## src/rtl/div_pkg.sv

```systemverilog
// Shared definitions for the restoring divider: FSM state encoding,
// default operand width and the quotient returned on divide-by-zero.
package div_pkg;

  localparam int DIV_N_DEFAULT = 8;

  // Wide all-ones constant; users slice off the operand width they need.
  localparam logic [63:0] DIV_ZERO_Q = '1;

  typedef enum logic [2:0] {
    IDLE  = 3'd0,
    SHIFT = 3'd1,
    CMP   = 3'd2,
    FIX   = 3'd3,
    DONE  = 3'd4
  } div_state_t;

endpackage

```

## src/rtl/div_sub_cmp.sv

```systemverilog
// Combinational unsigned compare-and-subtract used for each quotient bit
// decision: reports a >= b and the difference a - b.
module div_sub_cmp #(
  parameter int W = 9
) (
  input  logic [W-1:0] a_i,
  input  logic [W-1:0] b_i,
  output logic         ge_o,
  output logic [W-1:0] diff_o
);

  assign ge_o   = (a_i >= b_i);
  assign diff_o = a_i - b_i;

endmodule

```

## src/rtl/div_ctrl.sv

```systemverilog
// Sequencer and compare/subtract stage of the restoring divider.
// One quotient bit is produced per SHIFT/CMP pair; results and the
// divide-by-zero flag are presented with a one-cycle done pulse.
// Build option: define DIV_SIGNED_EN for two's-complement operands
// (magnitudes taken at acceptance, signs fixed up in an extra FIX state).
module div_ctrl
  import div_pkg::*;
#(
  parameter int N  = DIV_N_DEFAULT,
  parameter int CW = 4
) (
  input  logic         clk,
  input  logic         rst,
  input  logic         start,
  input  logic [N-1:0] dividiendo,
  input  logic [N-1:0] divisor,
  output logic         busy,
  output logic         done,
  output logic [N-1:0] cociente,
  output logic [N-1:0] residuo,
  output logic         div_zero,
  output logic         cont,
  output logic         equal
);

  div_state_t    state_q;
  logic [N-1:0]  q_q;
  logic [N-1:0]  d_q;
  logic [N:0]    r_q;
  logic [N:0]    diff_q;
  logic [CW-1:0] cnt_q;
  logic          busy_q;
  logic          done_q;
  logic          cont_q;
  logic          equal_q;
  logic          div_zero_q;
  logic [N-1:0]  cociente_q;
  logic [N-1:0]  residuo_q;

  // Operand values loaded into Q and D on acceptance.
  logic [N-1:0]  a_load_d;
  logic [N-1:0]  b_load_d;

  // Shifted partial remainder/quotient and the per-bit decision.
  logic [N:0]    r_shift_d;
  logic [N-1:0]  q_shift_d;
  logic          cmp_ge_d;
  logic [N:0]    cmp_diff_d;
  logic [N-1:0]  q_cmp_d;
  logic [N:0]    r_cmp_d;
  logic          last_bit_d;

`ifdef DIV_SIGNED_EN
  logic          qneg_q;
  logic          rneg_q;
  logic [N-1:0]  q_fix_d;
  logic [N-1:0]  r_fix_d;

  // Work on magnitudes; the most-negative value maps onto itself, which
  // as an unsigned magnitude is exactly 2^(N-1).
  assign a_load_d = dividiendo[N-1] ? (~dividiendo + 1'b1) : dividiendo;
  assign b_load_d = divisor[N-1]    ? (~divisor + 1'b1)    : divisor;

  // Quotient sign follows the operand signs, remainder follows the dividend.
  assign q_fix_d = qneg_q ? (~q_q + 1'b1) : q_q;
  assign r_fix_d = rneg_q ? (~r_q[N-1:0] + 1'b1) : r_q[N-1:0];
`else
  assign a_load_d = dividiendo;
  assign b_load_d = divisor;
`endif

  // The bit leaving the top of Q enters the bottom of R; R is one bit
  // wider than the operands so the shift can never overflow.
  assign r_shift_d = {r_q[N-1:0], q_q[N-1]};
  assign q_shift_d = {q_q[N-2:0], 1'b0};

  div_sub_cmp #(
    .W(N + 1)
  ) u_sub_cmp (
    .a_i    (r_shift_d),
    .b_i    ({1'b0, d_q}),
    .ge_o   (cmp_ge_d),
    .diff_o (cmp_diff_d)
  );

  // The decision computed during SHIFT is held in equal_q/diff_q and
  // applied in CMP.
  assign q_cmp_d    = {q_q[N-1:1], equal_q};
  assign r_cmp_d    = equal_q ? diff_q : r_q;
  assign last_bit_d = (cnt_q == CW'(N - 1));

  // Control FSM with registered handshake strobes and result registers.
  always_ff @(posedge clk) begin
    if (rst) begin
      state_q    <= IDLE;
      q_q        <= '0;
      d_q        <= '0;
      r_q        <= '0;
      diff_q     <= '0;
      cnt_q      <= '0;
      busy_q     <= 1'b0;
      done_q     <= 1'b0;
      cont_q     <= 1'b0;
      equal_q    <= 1'b0;
      div_zero_q <= 1'b0;
      cociente_q <= '0;
      residuo_q  <= '0;
`ifdef DIV_SIGNED_EN
      qneg_q     <= 1'b0;
      rneg_q     <= 1'b0;
`endif
    end else begin
      done_q  <= 1'b0;
      cont_q  <= 1'b0;
      equal_q <= 1'b0;
      case (state_q)
        IDLE: begin
          if (start) begin
            q_q    <= a_load_d;
            d_q    <= b_load_d;
            r_q    <= '0;
            cnt_q  <= '0;
            busy_q <= 1'b1;
`ifdef DIV_SIGNED_EN
            qneg_q <= dividiendo[N-1] ^ divisor[N-1];
            rneg_q <= dividiendo[N-1];
`endif
            if (divisor == '0) begin
              // Skip the iterations and report the fixed divide-by-zero result.
              state_q    <= DONE;
              done_q     <= 1'b1;
              cociente_q <= DIV_ZERO_Q[N-1:0];
              residuo_q  <= dividiendo;
              div_zero_q <= 1'b1;
            end else begin
              state_q <= SHIFT;
              cont_q  <= 1'b1;
            end
          end
        end
        SHIFT: begin
          r_q     <= r_shift_d;
          q_q     <= q_shift_d;
          diff_q  <= cmp_diff_d;
          equal_q <= cmp_ge_d;
          state_q <= CMP;
        end
        CMP: begin
          q_q   <= q_cmp_d;
          r_q   <= r_cmp_d;
          cnt_q <= cnt_q + 1'b1;
          if (last_bit_d) begin
`ifdef DIV_SIGNED_EN
            state_q <= FIX;
`else
            state_q    <= DONE;
            done_q     <= 1'b1;
            cociente_q <= q_cmp_d;
            residuo_q  <= r_cmp_d[N-1:0];
            div_zero_q <= 1'b0;
`endif
          end else begin
            state_q <= SHIFT;
            cont_q  <= 1'b1;
          end
        end
`ifdef DIV_SIGNED_EN
        FIX: begin
          state_q    <= DONE;
          done_q     <= 1'b1;
          cociente_q <= q_fix_d;
          residuo_q  <= r_fix_d;
          div_zero_q <= 1'b0;
        end
`endif
        DONE: begin
          // start is deliberately not sampled here.
          busy_q  <= 1'b0;
          state_q <= IDLE;
        end
        default: begin
          state_q <= IDLE;
        end
      endcase
    end
  end

  assign busy     = busy_q;
  assign done     = done_q;
  assign cont     = cont_q;
  assign equal    = equal_q;
  assign div_zero = div_zero_q;
  assign cociente = cociente_q;
  assign residuo  = residuo_q;

endmodule

```

## config.mk

```make
export PLATFORM = sky130hd
export DESIGN_NAME = div_ctrl
export DESIGN_NICKNAME = d
export VERILOG_FILES = /design/src/rtl/div_pkg.sv /design/src/rtl/div_sub_cmp.sv /design/src/rtl/div_ctrl.sv
export SDC_FILE = /design/constraint.sdc
export NUM_CORES = 1
export LEC_CHECK = 0
export ABC_AREA = 1
export ABC_CLOCK_PERIOD_IN_PS = 1770
export BUFFER_PORTS_ARGS = -buffer_cell sky130_fd_sc_hd__buf_4
export CAP_MARGIN = 20
export CORE_MARGIN = 1.5
export CORE_UTILIZATION = 35
export CTS_BUF_LIST = sky130_fd_sc_hd__clkbuf_2
export CTS_CLUSTER_DIAMETER = 200
export DETAILED_ROUTE_END_ITERATION = 6
export GPL_TIMING_DRIVEN = 0
export PLACE_DENSITY_LB_ADDON = 0.2
export RECOVER_POWER = 100
export SYNTH_ARGS = -nofsm -noshare
export SYNTH_HDL_FRONTEND = slang
export SYNTH_SLANG_ARGS = --single-unit
```

## constraint.sdc

```tcl
create_clock -name clk -period 1.77 [get_ports clk]
set_input_delay 0.0885 -clock clk [delete_from_list [all_inputs] [get_ports clk]]
set_output_delay 0.0885 -clock clk [all_outputs]
set_load 0.03 [all_outputs]
```

# Yosys cells after proc, flatten, opt, wreduce, memory -nomap -nowiden
# Index checks and enable logic that the tools add are counted.
[totals]
register_bits = 60
wordCells = 72
input_bits = 19
[classes]
eq_ne = 7
bitwise = 2
magnitude_cmp = 1
muxes = 33
reduce_logical = 13
addsub = 2
[op_table]
columns = ["op", "n"]
rows = [
  ["8-bit 2-to-1 mux", 9],
  ["8-bit one-hot mux with 3 select lines", 2],
  ["8-bit one-hot mux with 2 select lines", 2],
  ["1-bit 2-to-1 mux", 10],
  ["9-bit by 8-bit greater-or-equal comparator with 1-bit output", 1],
  ["3-bit 2-to-1 mux", 3],
  ["3-bit one-hot mux with 3 select lines", 1],
  ["8-bit zero test", 1],
  ["1-bit one-hot mux with 2 select lines", 4],
  ["4-bit one-hot mux with 2 select lines", 1],
  ["2-bit AND reduction", 4],
  ["8-bit subtractor", 1],
  ["2-bit inequality test (second input constant)", 3],
  ["2-bit nonzero test", 3],
  ["4-bit by 1-bit adder with 4-bit output (second input constant)", 1],
  ["4-bit by 3-bit equality test with 1-bit output (second input constant)", 1],
  ["4-bit 2-to-1 mux", 1],
  ["4-bit AND reduction", 1],
  ["3-bit by 1-bit equality test with 1-bit output (second input constant)", 1],
  ["3-bit by 2-bit equality test with 1-bit output (second input constant)", 1],
  ["3-bit equality test (second input constant)", 1],
  ["3-bit zero test", 1],
  ["3-bit AND reduction", 1],
  ["3-bit nonzero test", 1],
  ["other kinds (2)", 3],
]

# Longest topological paths before layout
# Gate-level depths: netlist (run 1).
[depth]
word_depth = 4
ltp_mapped = 11
mapped_depth_nobuf = 11

# By module
# A second synthesis (run 1) with hierarchy kept.
[unflattened]
cells_unflattened = 484
area_unflattened_um2 = 3220.6
[modules_own_cells]
columns = ["module", "seq_area_each_um2", "area_per_inst_um2", "cells_per_inst", "n_inst"]
rows = [
  ["div_ctrl", 1201.2, 2700.1, 381, 1],
  ["div_sub_cmp", 0.0, 520.5, 103, 1],
]

# Least setup slack after synthesis (run 1)
# No wires, ideal clock.
[synth_timing]
path_kind = "reg2reg"
startpoint = "register q_q[7]"
endpoint = "register diff_q[4]"
synth_period_minus_slack_ps = 1543
stages_incl_launch_ff = 10
path_buffers = 0
t_required_ps = 1655
t_arrival_ps = 1428
slack_ps = 227
path_cell_list = "dfxtp_1 > inv_1 > ha_1 > inv_1 > fa_1 > nand3_1 > nand3_1 > xor2_1 > o21ai_0 > inv_1"
[synth_via]
elab_chain_cells = 1
[synth_lines]
columns = ["item", "line_no", "source"]
rows = [
  ["start, declared", "div_ctrl.sv:27", "logic [N-1:0] q_q;"],
  ["start signal, assigned", "div_ctrl.sv:119", "q_q <= a_load_d;"],
  ["start signal, assigned", "div_ctrl.sv:143", "q_q <= q_shift_d;"],
  ["start signal, assigned", "div_ctrl.sv:149", "q_q <= q_cmp_d;"],
  ["8-bit subtractor", "div_sub_cmp.sv:13", "assign diff_o = a_i - b_i;"],
  ["end signal, assigned", "div_ctrl.sv:144", "diff_q <= cmp_diff_d;"],
  ["end, declared", "div_ctrl.sv:30", "logic [N:0] diff_q;"],
]
# No other way between the ends.
# A chain may end at the register's enable or synchronous reset.

# Worst setup path in the final report (run 1)
# Same ends and word-level chain as after synthesis.

==> results of run 1 <==
[routing by layer]
layer	GRT usage (%)	vias to the layer above
li1	-	1487
met1	21.9	1261
met2	31.2	61
met3	4.03	12
met4	6.62	0
met5	0	-
[state kept, by name, indices dropped and copies added (netlist names), 3 cells and up]
| signal | flops |
|---|---|
| q_q | 8 |
| diff_q | 8 |
| r_q | 8 |
| state_q | 3 |
| d_q | 8 |
| residuo | 8 |
| cociente | 8 |
| cnt_q | 4 |
[path summary, 6_finish.rpt]
kind,slack (ps),depth (start not counted),startpoint,to
setup reg to reg,150,9,q_q[7],diff_q[4]
setup / recovery,150,9,q_q[7],diff_q[4]
hold / removal,390,4,divisor[0],d_q[0]
hold reg to reg,470,2,busy,busy
[power by group]
part | switching (W) | leakage [nW] | internal, W
sequential | 0.0000277 | 0.490 | 0.00142
clock | 0.000508 | 0.0796 | 0.000473
combinational | 0.000303 | 1.07 | 0.000206
total | 0.000838 | 1.64 | 0.00210
[timing repair]
| action | 4_1_cts | 5_1_grt |
|---|---|---|
| hold buffers | 18 | 0 |
| endpoints found under the setup margin | 0 | 2 |
| gates resized for setup | 0 | 2 |
| hold endpoints to repair | 25 | 0 |
[cells in the final DEF (no fill, tap or decap), types with 2 or more instances in the layout]
cell,instances
o22ai_1,9
nand3_1,26
buf_8,2
dfxtp_1,60
nor2_4,2
nor3_1,2
dlygate4sd3_1,18
a31oi_1,2
nand2_2,2
xnor2_1,2
o21a_1,8
or2_2,2
nand2_4,2
nand2_1,72
buf_4,18
buf_6,3
clkbuf_1,26
buf_2,3
ha_1,9
a21oi_1,45
clkbuf_2,11
inv_2,2
inv_1,63
nand4_1,2
nor2_1,28
bufinv_16,2
nand3b_1,8
o21ai_0,43
and2_0,2
clkinv_1,2
[per-stage QoR]
stage | utilization (%) | instances | power [W] | hold slack [ps] | area, µm²
after floorplan | - | 414 | 0.00182 | 223 | 3030
after global placement | 41.5 | 557 | 0.00195 | 332 | 3440
after detailed placement | 41.5 | 557 | 0.00196 | 335 | 3440
after CTS | 45.3 | 591 | 0.00298 | 329 | 3760
after global routing | 44.2 | 591 | 0.00311 | 392 | 3660
final | 44.2 | 591 | 0.00293 | 386 | 3660
[critical path: stages, from the launching register on]
cell	delay, ps
dfxtp_1	340
inv_2	90
ha_1	150
inv_1	60
fa_2	370
nand3_1	100
nand3_1	80
xor2_1	140
o21ai_0	140
inv_1	50
[cells by family (layout without fill, tap and decap cells)]
| logic type | Yosys count | after routing | synth area share [%] |
|---|---|---|---|
| AND/OR/NAND/NOR | 150 | 150 | 23.6 |
| AO/OA/AOI/OAI | 109 | 109 | 19.3 |
| buffers and inverters | 82 | 154 | 12.2 |
| flip-flops | 60 | 60 | 39.7 |
| adder cells (fa/ha/maj) | 10 | 10 | 4.38 |
| XOR/XNOR | 3 | 3 | 0.868 |
[cell type report]
cell class,count,area (µm²)
fillers,894,4630
flip-flops and latches,60,1200
multi-input cells,272,1450
inverters,67,254
repair buffers,56,387
well taps,105,131
clock buffers,11,55.1
clock inverters,5,76.3
plain buffers,15,109
==> results.sh, run 1 <==
export IMPL_maxCapViolCount=0
export IMPL_cp_max_fo=4
export IMPL_pre_cts_ws_ps=79.0
export IMPL_setup_worst_path_start_class="register"
export IMPL_tightest_slew_ps=555
export IMPL_grt_max_degree=11
export IMPL_fp_dieW_um=96.0
export IMPL_via_count=2821
export IMPL_arrival_ps=2000
export IMPL_synth_edff_count=0
export IMPL_wire_per_inst_um=13.1
export IMPL_ys_flop_type="dfxtp_1"
export IMPL_skew_ps=32.9
export IMPL_status="completed"
export IMPL_core_um2=8300
export IMPL_cts_setup_buffers=0
export IMPL_syn_area_um2=3030
export IMPL_synth_nets=443
export IMPL_hp_class="input pin to register"
export IMPL_timing_final_ws_setup_ps=153
export IMPL_synth_common_cells="nand2_1, inv_1, dfxtp_1"
export IMPL_die_h_um=96.0
export IMPL_vdd_drop_max_uv=404
export IMPL_portBuffers=38
export IMPL_grt_usage_pct=18.1
export IMPL_drive_above_1_share_pct=11.5
export IMPL_wl_met1_um=3590
export IMPL_fin_crit_sh_pct=91.4
export IMPL_row_count=33
export IMPL_root_buffer="clkbuf_2"
export IMPL_viasPerCell=4.77
export IMPL_drc_errors=0
export IMPL_overflow=0
export IMPL_drt_initial_drc_count=105
export IMPL_die_area_um2=9220
export IMPL_place_congestion=0.855
export IMPL_final_antenna_net_count=0
export IMPL_antenna_cells=0
export IMPL_maxSlewHeadroom_pct=63.0
export IMPL_fin_setup_tns_ps=0
export IMPL_ys_seq_elements=60
export IMPL_top_layer="met4"
export IMPL_path_clk_slew_ps=170
export IMPL_ys_seq_area_share_pct=39.7
export IMPL_synth_area_leaders="dfxtp_1, nand2_1, inv_1"
export IMPL_synth_cells=414
export IMPL_p_leak_nw=1.64
export IMPL_period_needed_ps=1620
export IMPL_setup_viol_count_final=0
export IMPL_postSynthAreaPerCell_um2=7.31
export IMPL_antenna_found_initial=0
export IMPL_max_freq_mhz=618
export IMPL_grt_pass1_vias=2626
export IMPL_crit_required_ps=2160
export IMPL_synth_top_area_share_pct=39.7
export IMPL_yosys_warnings=0
export IMPL_syn_to_final_growth_pct=21.0
export IMPL_async_reset_ff_share_pct=0
export IMPL_ys_types=37
export IMPL_dr_pass1_iters=4
export IMPL_tritoncts="built"
export IMPL_start_util_pct=36.5
export IMPL_routed_wl_um=7740
export IMPL_maxSlewViolCount=0
export IMPL_end_kind="register"
export IMPL_clock_sinks=60
export IMPL_met3_length_um=334
export IMPL_cts_htree_levels=3
export IMPL_route_met2_wl_um=3700
export IMPL_cts_buffer_depth=2
export IMPL_hpwl_um=5750
export IMPL_rsz0062_at_grt="no"
export IMPL_nets=510
export IMPL_power_per_cell_area_nw_per_um2=801
export IMPL_hold_viol=0
export IMPL_grt_pass1_wl_um=12300
export IMPL_ios=40
export IMPL_clk_latency_ps=500
export IMPL_cts_buffers=9
export IMPL_synth_top_cell_by_area="dfxtp_1"
export IMPL_critPathKind="register to register"
export IMPL_yosysMostFrequentCell="nand2_1"
Note: power is estimated with default switching activity, not from simulation.
==> inputs of run 2 (changes only) <==
- CORE_ASPECT_RATIO: unset -> 0.6
- MAX_ROUTING_LAYER: unset -> met4
==> run 2 against run 1 <==
Against the previous run: core utilization is 0.77 points lower; die area is 0.20% higher; design area rose by 0.14%; fmax is 0.75% lower; clock skew decreased by 13 ps; largest power group unchanged.
==> results.sh, run 2 (synthesis results as in run 1) <==
export IMPL_tritoncts="built"
export IMPL_cts_htree_levels=3
export IMPL_grt_usage_pct=20.6
export IMPL_dr_pass1_iters=5
export IMPL_antenna_cells=0
export IMPL_maxSlewHeadroom_pct=62.8
export IMPL_grt_pass1_wl_um=13400
export IMPL_via_count=2861
export IMPL_place_inst=564
export IMPL_die_h_um=75.0
export IMPL_wire_per_inst_um=14.1
export IMPL_cts_buffer_depth=2
export IMPL_place_congestion=0.883
export IMPL_period_needed_ps=1630
export IMPL_max_freq_mhz=614
export IMPL_crit_reg2reg_launch="state_q[0]"
export IMPL_fp_dieW_um=123
export IMPL_clk_latency_ps=510
export IMPL_ios=40
export IMPL_fin_cells=598
export IMPL_final_cell_mix="nand2_1, inv_1, dfxtp_1"
export IMPL_layout_commonest_cell="nand2_1"
export IMPL_path_clk_slew_ps=180
export IMPL_viasPerCell=4.78
export IMPL_row_count=26
export IMPL_die_area_um2=9240
export IMPL_final_cell_area_um2=3670
export IMPL_vdd_drop_max_uv=348
export IMPL_antenna_found_initial=0
export IMPL_critPathKind="register to register"
export IMPL_reg2reg_slack_ps=140
export IMPL_start_util_pct=35.8
export IMPL_num_fill_cells=927
export IMPL_overflow=0
export IMPL_setup_viol_count_final=0
export IMPL_crit_path_cell_trace="nor2_4 -> nand3_1 -> nand2_1 -> buf_4 -> a21oi_1 -> o21a_1"
export IMPL_nets=510
export IMPL_rr_endpoint="q_q[5]"
export IMPL_clock_sinks=60
export IMPL_worst_path_max_delay_cell="dfxtp_1"
export IMPL_syn_to_final_growth_pct=21.2
export IMPL_hold_ws_ps=380
export IMPL_drt_initial_drc_count=232
export IMPL_min_from="divisor[0]"
export IMPL_skew_ps=20.2
export IMPL_fin_crit_sh_pct=92.1
export IMPL_root_buffer="clkbuf_2"
export IMPL_routed_wl_um=8460
export IMPL_core_um2=8460
export IMPL_arrival_ps=2050
export IMPL_cpPeakStageDelay_ps=390
export IMPL_power_per_cell_area_nw_per_um2=810
export IMPL_endpoint="q_q[5]"
export IMPL_cts_buffers=9
export IMPL_maxSlewViolCount=0
export IMPL_status="completed"
export IMPL_ff2ff_path_depth=6
export IMPL_crit_required_ps=2190
export IMPL_tightest_slew_ps=558
export IMPL_maxCapViolCount=0
export IMPL_grt_pass1_vias=2569
export IMPL_critPathLaunch="state_q[0]"
export IMPL_setup_worst_path_start_class="register"
export IMPL_hold_viol=0
export IMPL_grt_max_degree=11
export IMPL_rsz0062_at_grt="no"
export IMPL_hpwl_um=6420
export IMPL_fin_setup_tns_ps=0
export IMPL_portBuffers=38
export IMPL_drive_above_1_share_pct=11.5
export IMPL_hp_class="input pin to register"
export IMPL_end_kind="register"
export IMPL_cp_max_fo=10
export IMPL_p_leak_nw=1.63
export IMPL_final_antenna_net_count=0
export IMPL_drc_errors=0
export IMPL_utilization_pct=43.4
export IMPL_placed_area_um2=3450
run 2: changes by cell type in the layout (fill, tap and decap cells not counted), sizes merged:
cell    previous run  this run
buf               27        26
clkbuf            37        38
clkinv             3         4
inv               66        65
run 2: routing by layer:
metal | global-route usage, % | share of wire [%]
met1 | 32.2 | 57
met5 | - | 0
met2 | 23.5 | 36
met3 | 6.74 | 5.9
met4 | 5.75 | 0.72
run 2: worst min path at each step:
stage / to / slack, ps / cells past startpoint
after floorplan: d_q[0] / 220 / 2
after global placement: d_q[0] / 340 / 3
after detailed placement: d_q[0] / 350 / 3
after CTS: d_q[0] / 330 / 4
after global routing: d_q[0] / 360 / 4
final: d_q[0] / 380 / 4
run 2: power by group:
part	internal [W]	switching [W]	leakage [nW]	total (W)
sequential	0.00142	0.0000333	0.490	0.00145
clock	0.000473	0.000520	0.0796	0.000993
combinational	0.000207	0.000322	1.06	0.000529
total	0.00210	0.000876	1.63	0.00297
run 2: stage by stage:
stage | setup WS (ps) | total power [W]
after floorplan | 227 | 0.00182
after global placement | 60.2 | 0.00197
after detailed placement | 63.0 | 0.00197
after CTS | 70.4 | 0.00301
after global routing | 9.97 | 0.00313
final | 140 | 0.00297
run 2: layout make-up:
cell class	instances	area [µm²]	area share, %
flip-flops and latches	60	1200	32.8
repair buffers	56	387	10.5
clock inverters	5	76.3	2.08
well taps	112	140	3.82
clock buffers	11	55.1	1.50
multi-input cells	272	1450	39.5
inverters	67	253	6.89
plain buffers	15	108	2.93
run 2: what timing repair did:
item	4_1_cts	5_1_grt
endpoints found under the setup margin	1	1
gates cloned	0	0
hold buffers	18	0
resized for setup	1	3
buffers inserted	0	0
pin swaps	0	0
hold endpoints to repair	24	0
run 2: critical path: cells and delay by family (launching register included):
| family | cells | cell delay (ps) |
|---|---|---|
| buffers and inverters | 1 | 230 |
| AOI/OAI and AO/OA | 2 | 210 |
| and+or+nand+nor | 3 | 710 |
| DFF | 1 | 390 |
